==> src/rtl/dispatcher_pkg.sv <==
// Shared constants for the issue stage: op-type codes, RV32I opcodes and
// default widths for ROB indices and op-type codes.
package dispatcher_pkg;

  localparam int DEF_ROB_SIZE_LOG = 4;
  localparam int DEF_OP_SIZE_LOG  = 6;

  typedef enum logic [5:0] {
    OP_NOP, OP_LUI, OP_AUIPC, OP_JAL, OP_JALR,
    OP_BEQ, OP_BNE, OP_BLT, OP_BGE, OP_BLTU, OP_BGEU,
    OP_LB, OP_LH, OP_LW, OP_LBU, OP_LHU,
    OP_SB, OP_SH, OP_SW,
    OP_ADDI, OP_SLTI, OP_SLTIU, OP_XORI, OP_ORI, OP_ANDI,
    OP_SLLI, OP_SRLI, OP_SRAI,
    OP_ADD, OP_SUB, OP_SLL, OP_SLT, OP_SLTU, OP_XOR,
    OP_SRL, OP_SRA, OP_OR, OP_AND
  } op_t;

  localparam logic [6:0] OPC_LUI    = 7'b0110111;
  localparam logic [6:0] OPC_AUIPC  = 7'b0010111;
  localparam logic [6:0] OPC_JAL    = 7'b1101111;
  localparam logic [6:0] OPC_JALR   = 7'b1100111;
  localparam logic [6:0] OPC_BRANCH = 7'b1100011;
  localparam logic [6:0] OPC_LOAD   = 7'b0000011;
  localparam logic [6:0] OPC_STORE  = 7'b0100011;
  localparam logic [6:0] OPC_OPIMM  = 7'b0010011;
  localparam logic [6:0] OPC_OP     = 7'b0110011;

  localparam logic [6:0] F7_ALT = 7'b0100000;

endpackage

==> src/rtl/dispatcher_inst_decoder.sv <==
// Combinational RV32I decoder: op type, register fields, formatted immediate,
// routing (RS or SLB), source/destination usage and illegal-encoding flag.
module inst_decoder
  import dispatcher_pkg::*;
(
  input  logic [31:0] inst,
  output op_t         op,
  output logic [4:0]  rd,
  output logic [4:0]  rs1,
  output logic [4:0]  rs2,
  output logic [31:0] imm,
  output logic        to_slb,
  output logic        uses_rs1,
  output logic        uses_rs2,
  output logic        writes_rd,
  output logic        illegal
);

  logic [6:0]  opc, f7;
  logic [2:0]  f3;
  logic [31:0] i_imm, s_imm, b_imm, u_imm, j_imm, sh_imm;

  assign opc = inst[6:0];
  assign f3  = inst[14:12];
  assign f7  = inst[31:25];
  assign rd  = inst[11:7];
  assign rs1 = inst[19:15];
  assign rs2 = inst[24:20];

  assign i_imm  = {{20{inst[31]}}, inst[31:20]};
  assign s_imm  = {{20{inst[31]}}, inst[31:25], inst[11:7]};
  assign b_imm  = {{19{inst[31]}}, inst[31], inst[7], inst[30:25], inst[11:8], 1'b0};
  assign u_imm  = {inst[31:12], 12'd0};
  assign j_imm  = {{11{inst[31]}}, inst[31], inst[19:12], inst[20], inst[30:21], 1'b0};
  assign sh_imm = {27'd0, inst[24:20]};

  always_comb begin
    op        = OP_NOP;
    imm       = '0;
    to_slb    = 1'b0;
    uses_rs1  = 1'b0;
    uses_rs2  = 1'b0;
    writes_rd = 1'b0;
    illegal   = 1'b0;
    case (opc)
      OPC_LUI:   begin op = OP_LUI;   imm = u_imm; writes_rd = 1'b1; end
      OPC_AUIPC: begin op = OP_AUIPC; imm = u_imm; writes_rd = 1'b1; end
      OPC_JAL:   begin op = OP_JAL;   imm = j_imm; writes_rd = 1'b1; end
      OPC_JALR: begin
        op = OP_JALR; imm = i_imm; uses_rs1 = 1'b1; writes_rd = 1'b1;
        illegal = (f3 != 3'd0);
      end
      OPC_BRANCH: begin
        imm = b_imm; uses_rs1 = 1'b1; uses_rs2 = 1'b1;
        case (f3)
          3'd0:    op = OP_BEQ;
          3'd1:    op = OP_BNE;
          3'd4:    op = OP_BLT;
          3'd5:    op = OP_BGE;
          3'd6:    op = OP_BLTU;
          3'd7:    op = OP_BGEU;
          default: illegal = 1'b1;
        endcase
      end
      OPC_LOAD: begin
        imm = i_imm; uses_rs1 = 1'b1; writes_rd = 1'b1; to_slb = 1'b1;
        case (f3)
          3'd0:    op = OP_LB;
          3'd1:    op = OP_LH;
          3'd2:    op = OP_LW;
          3'd4:    op = OP_LBU;
          3'd5:    op = OP_LHU;
          default: illegal = 1'b1;
        endcase
      end
      OPC_STORE: begin
        imm = s_imm; uses_rs1 = 1'b1; uses_rs2 = 1'b1; to_slb = 1'b1;
        case (f3)
          3'd0:    op = OP_SB;
          3'd1:    op = OP_SH;
          3'd2:    op = OP_SW;
          default: illegal = 1'b1;
        endcase
      end
      OPC_OPIMM: begin
        imm = i_imm; uses_rs1 = 1'b1; writes_rd = 1'b1;
        case (f3)
          3'd0: op = OP_ADDI;
          3'd2: op = OP_SLTI;
          3'd3: op = OP_SLTIU;
          3'd4: op = OP_XORI;
          3'd6: op = OP_ORI;
          3'd7: op = OP_ANDI;
          3'd1: begin op = OP_SLLI; imm = sh_imm; illegal = (f7 != 7'd0); end
          3'd5: begin
            op = f7[5] ? OP_SRAI : OP_SRLI; imm = sh_imm;
            illegal = (f7 != 7'd0) && (f7 != F7_ALT);
          end
        endcase
      end
      OPC_OP: begin
        uses_rs1 = 1'b1; uses_rs2 = 1'b1; writes_rd = 1'b1;
        // only ADD/SUB and SRL/SRA accept the alternate funct7
        illegal = (f7 != 7'd0) && !((f7 == F7_ALT) && (f3 == 3'd0 || f3 == 3'd5));
        case (f3)
          3'd0: op = f7[5] ? OP_SUB : OP_ADD;
          3'd1: op = OP_SLL;
          3'd2: op = OP_SLT;
          3'd3: op = OP_SLTU;
          3'd4: op = OP_XOR;
          3'd5: op = f7[5] ? OP_SRA : OP_SRL;
          3'd6: op = OP_OR;
          3'd7: op = OP_AND;
        endcase
      end
      default: illegal = 1'b1;
    endcase
  end

endmodule

==> src/rtl/dispatcher.sv <==
// In-order issue stage: pops one instruction per cycle, resolves operands from
// regfile/ROB/CDBs, allocates the ROB tail and emits a registered issue packet.
module dispatcher
  import dispatcher_pkg::*;
#(
  parameter int ROB_SIZE_LOG = DEF_ROB_SIZE_LOG,
  parameter int OP_SIZE_LOG  = DEF_OP_SIZE_LOG
) (
  input  logic                    clk,
  input  logic                    rst,
  input  logic                    rdy,
  input  logic                    iq_valid,
  input  logic [31:0]             iq_inst,
  input  logic [31:0]             iq_pc,
  output logic                    iq_pop,
  input  logic                    RS_next_full,
  input  logic                    SLB_next_full,
  input  logic                    ROB_next_full,
  input  logic [ROB_SIZE_LOG-1:0] rob_tail,
  output logic [4:0]              rs1_idx,
  output logic [4:0]              rs2_idx,
  input  logic                    rs1_busy,
  input  logic                    rs2_busy,
  input  logic [ROB_SIZE_LOG-1:0] rs1_robid,
  input  logic [ROB_SIZE_LOG-1:0] rs2_robid,
  input  logic [31:0]             rs1_val,
  input  logic [31:0]             rs2_val,
  output logic [ROB_SIZE_LOG-1:0] rob_q1,
  output logic [ROB_SIZE_LOG-1:0] rob_q2,
  input  logic                    rob_r1,
  input  logic                    rob_r2,
  input  logic [31:0]             rob_v1,
  input  logic [31:0]             rob_v2,
  input  logic                    ALU_valid,
  input  logic [ROB_SIZE_LOG-1:0] ALU_robid,
  input  logic [31:0]             ALU_value,
  input  logic                    SLB_load_valid,
  input  logic [ROB_SIZE_LOG-1:0] SLB_load_robid,
  input  logic [31:0]             SLB_load_value,
  input  logic                    pred_fail_flag,
  output logic                    rs_issue_valid,
  output logic                    slb_issue_valid,
  output logic                    rob_issue_valid,
  output logic [OP_SIZE_LOG-1:0]  issue_op_type,
  output logic [31:0]             issue_vj,
  output logic [31:0]             issue_vk,
  output logic [31:0]             issue_imm,
  output logic [31:0]             issue_curPc,
  output logic [ROB_SIZE_LOG-1:0] issue_qj,
  output logic [ROB_SIZE_LOG-1:0] issue_qk,
  output logic [ROB_SIZE_LOG-1:0] issue_robid,
  output logic                    issue_rj,
  output logic                    issue_rk,
  output logic [4:0]              issue_rd,
  output logic                    rename_valid,
  output logic [4:0]              rename_rd,
  output logic [ROB_SIZE_LOG-1:0] rename_robid
);

  op_t                    dec_op;
  logic [4:0]             dec_rd;
  logic [31:0]            dec_imm;
  logic                   dec_slb, dec_use1, dec_use2, dec_wrd, dec_ill;
  logic                   fire, issue, do_rename;
  logic                   nx_rj, nx_rk;
  logic [ROB_SIZE_LOG-1:0] nx_qj, nx_qk;
  logic [31:0]            nx_vj, nx_vk;

  inst_decoder u_dec (
    .inst      (iq_inst),
    .op        (dec_op),
    .rd        (dec_rd),
    .rs1       (rs1_idx),
    .rs2       (rs2_idx),
    .imm       (dec_imm),
    .to_slb    (dec_slb),
    .uses_rs1  (dec_use1),
    .uses_rs2  (dec_use2),
    .writes_rd (dec_wrd),
    .illegal   (dec_ill)
  );

  assign fire      = iq_valid & rdy & ~(RS_next_full | SLB_next_full | ROB_next_full) & ~pred_fail_flag;
  assign iq_pop    = fire;
  assign issue     = fire & ~dec_ill;
  assign do_rename = issue & dec_wrd & (dec_rd != 5'd0);
  assign rob_q1    = rs1_robid;
  assign rob_q2    = rs2_robid;

  // Returns {ready, tag, value}; unused sources and x0 are always ready with value 0.
  function automatic logic [ROB_SIZE_LOG+32:0] resolve(
      input logic used, input logic [4:0] idx, input logic busy,
      input logic [ROB_SIZE_LOG-1:0] robid, input logic [31:0] val,
      input logic rob_r, input logic [31:0] rob_v);
    logic                    r;
    logic [ROB_SIZE_LOG-1:0] q;
    logic [31:0]             v;
    r = 1'b1;
    q = '0;
    v = '0;
    if (used && idx != 5'd0) begin
      if (!busy)                                         v = val;
      else if (rob_r)                                    v = rob_v;
      else if (ALU_valid && ALU_robid == robid)           v = ALU_value;
      else if (SLB_load_valid && SLB_load_robid == robid) v = SLB_load_value;
      else begin
        r = 1'b0;
        q = robid;
      end
    end
    return {r, q, v};
  endfunction

  always_comb begin
    {nx_rj, nx_qj, nx_vj} = resolve(dec_use1, rs1_idx, rs1_busy, rs1_robid, rs1_val, rob_r1, rob_v1);
    {nx_rk, nx_qk, nx_vk} = resolve(dec_use2, rs2_idx, rs2_busy, rs2_robid, rs2_val, rob_r2, rob_v2);
  end

  always_ff @(posedge clk or posedge rst) begin
    if (rst) begin
      rs_issue_valid  <= 1'b0;
      slb_issue_valid <= 1'b0;
      rob_issue_valid <= 1'b0;
      rename_valid    <= 1'b0;
      issue_op_type   <= '0;
      issue_vj        <= '0;
      issue_vk        <= '0;
      issue_imm       <= '0;
      issue_curPc     <= '0;
      issue_qj        <= '0;
      issue_qk        <= '0;
      issue_robid     <= '0;
      issue_rj        <= 1'b0;
      issue_rk        <= 1'b0;
      issue_rd        <= '0;
      rename_rd       <= '0;
      rename_robid    <= '0;
    end else if (rdy) begin
      rs_issue_valid  <= issue & ~dec_slb;
      slb_issue_valid <= issue & dec_slb;
      rob_issue_valid <= issue;
      rename_valid    <= do_rename;
      if (issue) begin
        issue_op_type <= OP_SIZE_LOG'(dec_op);
        issue_vj      <= nx_vj;
        issue_vk      <= nx_vk;
        issue_qj      <= nx_qj;
        issue_qk      <= nx_qk;
        issue_rj      <= nx_rj;
        issue_rk      <= nx_rk;
        issue_imm     <= dec_imm;
        issue_curPc   <= iq_pc;
        issue_robid   <= rob_tail;
        issue_rd      <= dec_wrd ? dec_rd : 5'd0;
      end
      if (do_rename) begin
        rename_rd    <= dec_rd;
        rename_robid <= rob_tail;
      end
    end
  end

endmodule
==> config.mk <==
export PLATFORM = sky130hd
export DESIGN_NAME = dispatcher
export DESIGN_NICKNAME = d
export VERILOG_FILES = /design/src/rtl/dispatcher_pkg.sv /design/src/rtl/dispatcher_inst_decoder.sv /design/src/rtl/dispatcher.sv
export SDC_FILE = /design/constraint.sdc
export NUM_CORES = 1
export LEC_CHECK = 0
export BUFFER_PORTS_ARGS = -buffer_cell sky130_fd_sc_hd__buf_4
export CORE_AREA = 3 3 185 187
export CTS_CLUSTER_SIZE = 25
export DETAILED_ROUTE_END_ITERATION = 16
export DIE_AREA = 0 0 188 190
export GPL_ROUTABILITY_DRIVEN = 1
export GPL_TIMING_DRIVEN = 0
export PLACE_DENSITY = 0.63
export SYNTH_ARGS = -nofsm -noshare
export SYNTH_HDL_FRONTEND = slang
export SYNTH_SLANG_ARGS = --single-unit
==> constraint.sdc <==
create_clock -name clk -period 7 [get_ports clk]
set_input_delay 0.7 -clock clk [delete_from_list [all_inputs] [get_ports clk]]
set_output_delay 0.7 -clock clk [all_outputs]
set_load 0.02 [all_outputs]
==> qor.txt <==
area leader, netlist -> dfrtp_1
layout cells sized above 1 -> 37.74%
Ys Warns -> 0
antenna violations before repair -> 1
Final Cell Area -> 15,620 um2
CP endpoint -> issue_imm[31]
Detail Placement HPWL -> 40,530 um
GR Overflow Total -> 0
final setup violation count -> 0
Worst Setup Slack post-DPL -> 3.556 ns
R2R Path End -> issue_op_type[2]
number of global-route vias before repair -> 11,540
top post-synthesis cells by count -> 166 x dfrtp_1, 108 x inv_1, 98 x mux2i_1
Peak Freq -> 329.1 MHz
Core Area -> 32,620 um2
Setup Skew -> 0 ns
CTS tree -> built
drt initial violations -> 875
cell area after synthesis -> 10,920 um2
Hold Fails Final Rpt -> 0
Synth top area share -> 38.06%
Required @ worst endpoint -> 7.35 ns
largest net degree at the start of global routing -> 108
Worst Max-Slew Pin Slew -> 1.245 ns
Post-Place Cell Area -> 15,020 um2
Avg WL per Cell -> 24.18 um
CP Max Fanout -> 10
worst-case reg-to-reg path depth -> 1
CP Capture Type -> flop
Clk pin slew, worst setup/hold paths -> 0.07 ns
Synth async-reset ratio -> 100.0%
Area Growth Syn to Fin -> 43.10%
status -> complete, no violations
nets -> 1,925
setup TNS -> 0 ns
P_int -> 1792 uW
Mapped Avg Cell Area -> 9.517 um2
Root Buffer -> clkbuf_16
max-slew violations -> 0
Worst EP arrival -> 3.39 ns
switching power -> 855.4 uW
GRT Resource Usage Total -> 27.30%
net count after synthesis -> 1,437
Synth Flop Type -> dfrtp_1
DRT Wirelength -> 50,560 um
most frequent CP cell -> o21ai_0
via count -> 11,510
Max Root-Sink Buffers -> 2
max cap viols -> 0
Critical-path top delay cell -> o21ai_0
Seq pwr share -> 38.9%
final worst path period need -> 3.038 ns
Initial Util -> 33.46%
Cell Pwr Density -> 169.5 nW/um2
synthesized flop and latch total -> 166
sw frac -> 32.31%
# Post-CTS Setup Buffers -> 0
startpoint types -> input pin
RD Place Congestion -> 0.9159
CP Launch Point -> iq_inst[6]
antenna-violating nets left -> 0
Max stage delay on crit path -> 1.00 ns
top cells by area, synth -> dfrtp_1 38%, mux2i_1 9.0%, mux2_2 6.2%
die area -> 35,720 um2
setup repair after global routing missed its margin -> false
CTS H-tree depth -> 4
Logic pwr share -> 23.7%
TritonRoute pass-1 iters -> 8
HP Class -> input pin to asynchronous set/reset pin
Reg2Reg Launch Point -> issue_op_type[2]
Num CTS Buffers -> 17
Leak Pwr -> 0.006948 uW
part of the cycle the worst path needs -> 43.40%
Worst R2R Setup Slack -> 6.23 ns
worst-skew pair later-pin latency -> 0.43 ns
register area share after synthesis -> 38.06%
global-route wire length before repair -> 73,720 um
FP Rows -> 66
Chip Width -> 188 um
hold buffers post-CTS -> 0
post-cts sizing count -> 0
power share of the clock group -> 37.4%
final worst setup slack -> 3.962 ns
Distinct cells, synth -> 65
# clock sinks -> 166
WS Path Type -> input pin to flop
cell with the most instances after synthesis -> dfrtp_1
Peak supply drop -> 0.1739 mV
input/output buffers -> 468
crit path cell chain -> buf_4, buf_2, or3b_2, clkbuf_1, o21ai_0, o21ai_0, mux2i_1
Post-synth EDFFs -> 0
Via density -> 5.505
Worst slew margin -> 16.15%
# IOs -> 475
drt drc -> 0
die height -> 190 um
Synth Instances -> 1,147
## metal layers
| layer | part of all wire (%) | track usage, % | up-vias |
|---|---|---|---|
| met3 | 7.9 | 6.597 | 63 |
| met1 | 42 | 35.15 | 5579 |
| li1 | - | - | 5272 |
| met2 | 48 | 45.93 | 596 |
| met4 | 2.3 | 7.561 | 0 |
| met5 | 0 | 0 | - |
## stage by stage
stage	util [%]	hold WS, ns	total power (uW)	instances
global route	47.89	0.2901	2754	2091
CTS	47.88	0.2752	2661	2090
floorplan	-	0.5949	1332	1147
finish	47.89	0.2588	2648	2091
global placement	45.93	0.4686	1663	2057
detailed placement	46.04	0.4756	1672	2058
## worst max-delay path: cells and delay by family
kind / cells / cell delay [ns]
AO/OA/AOI/OAI: 2 / 1.45
buffers and inverters: 3 / 0.50
AND/OR/NAND/NOR: 1 / 0.47
multiplexers: 1 / 0.26
## sequential cells by signal, indices dropped and copies added, names as in the netlist
register and flops:
issue_curPc 32, issue_imm 32, issue_vj 32, issue_vk 32
issue_op_type 6, issue_rd 5, rename_rd 5, issue_qj 4
issue_qk 4, issue_robid 4, rename_robid 4, issue_rj 1
issue_rk 1, rename_valid 1, rob_issue_valid 1, rs_issue_valid 1
slb_issue_valid 1
## worst min-delay path by stage
| stage | start | to | depth (start not counted) |
|---|---|---|---|
| after global routing | rst | issue_curPc[13] | 2 |
| after detailed placement | rs_issue_valid | rs_issue_valid | 1 |
| after global placement | rob_issue_valid | rob_issue_valid | 1 |
| final | rst | issue_curPc[13] | 2 |
| after CTS | rst | issue_curPc[13] | 2 |
| after floorplan | rs_issue_valid | rs_issue_valid | 1 |
## cells by family (layout without fill, tap and decap cells)
group           count (synthesis)  in the layout  share of synthesized area (%)
compound gates                342            342                          22.97
other cells                     0              1                              0
simple gates                  217            217                          11.45
xor+xnor                       11             11                         0.8827
buf+inv                       251            752                          11.19
flops                         166            166                          38.06
mux                           160            160                          15.45
## power by group through the flow
stage	logic, uW	registers [uW]	clock network, uW
finish	628	1030	989
global route	672	1040	1050
CTS	626	1030	1010
detailed placement	624	1050	0
global placement	615	1050	0
floorplan	228	1100	0
## placed cells by master, fill, tap and decap left out, types with 6 or more instances in the layout
master,synthesis,final
buf_4,21,489
dfrtp_1,166,166
inv_1,108,107
mux2i_1,98,98
clkbuf_1,89,89
o21ai_0,76,76
nand4_1,75,75
o211ai_1,68,68
a2111oi_0,67,67
o22a_1,63,63
mux2_2,60,60
nand2_1,47,47
a21oi_1,23,23
nand2b_1,18,18
clkbuf_16,0,17
buf_2,13,13
nor2b_1,13,13
nor2_1,10,10
nor3_1,9,9
xnor2_1,8,8
buf_12,8,8
buf_6,7,7
or4_1,6,6
o31ai_1,6,6
nand3_1,6,6
a22o_1,6,6
## area by class of cell
cell class              count  area [um2]
fillers                  3219       17000
multi-input cells         730        5540
flip-flops and latches    166        4154
repair buffers            469        3541
plain buffers             143       815.8
well taps                 442       553.0
clock buffers              18       439.2
inverters                 108       412.9
clock inverters            14       161.4
diodes                      1       2.502
Note: power is estimated with default switching activity, not from simulation.
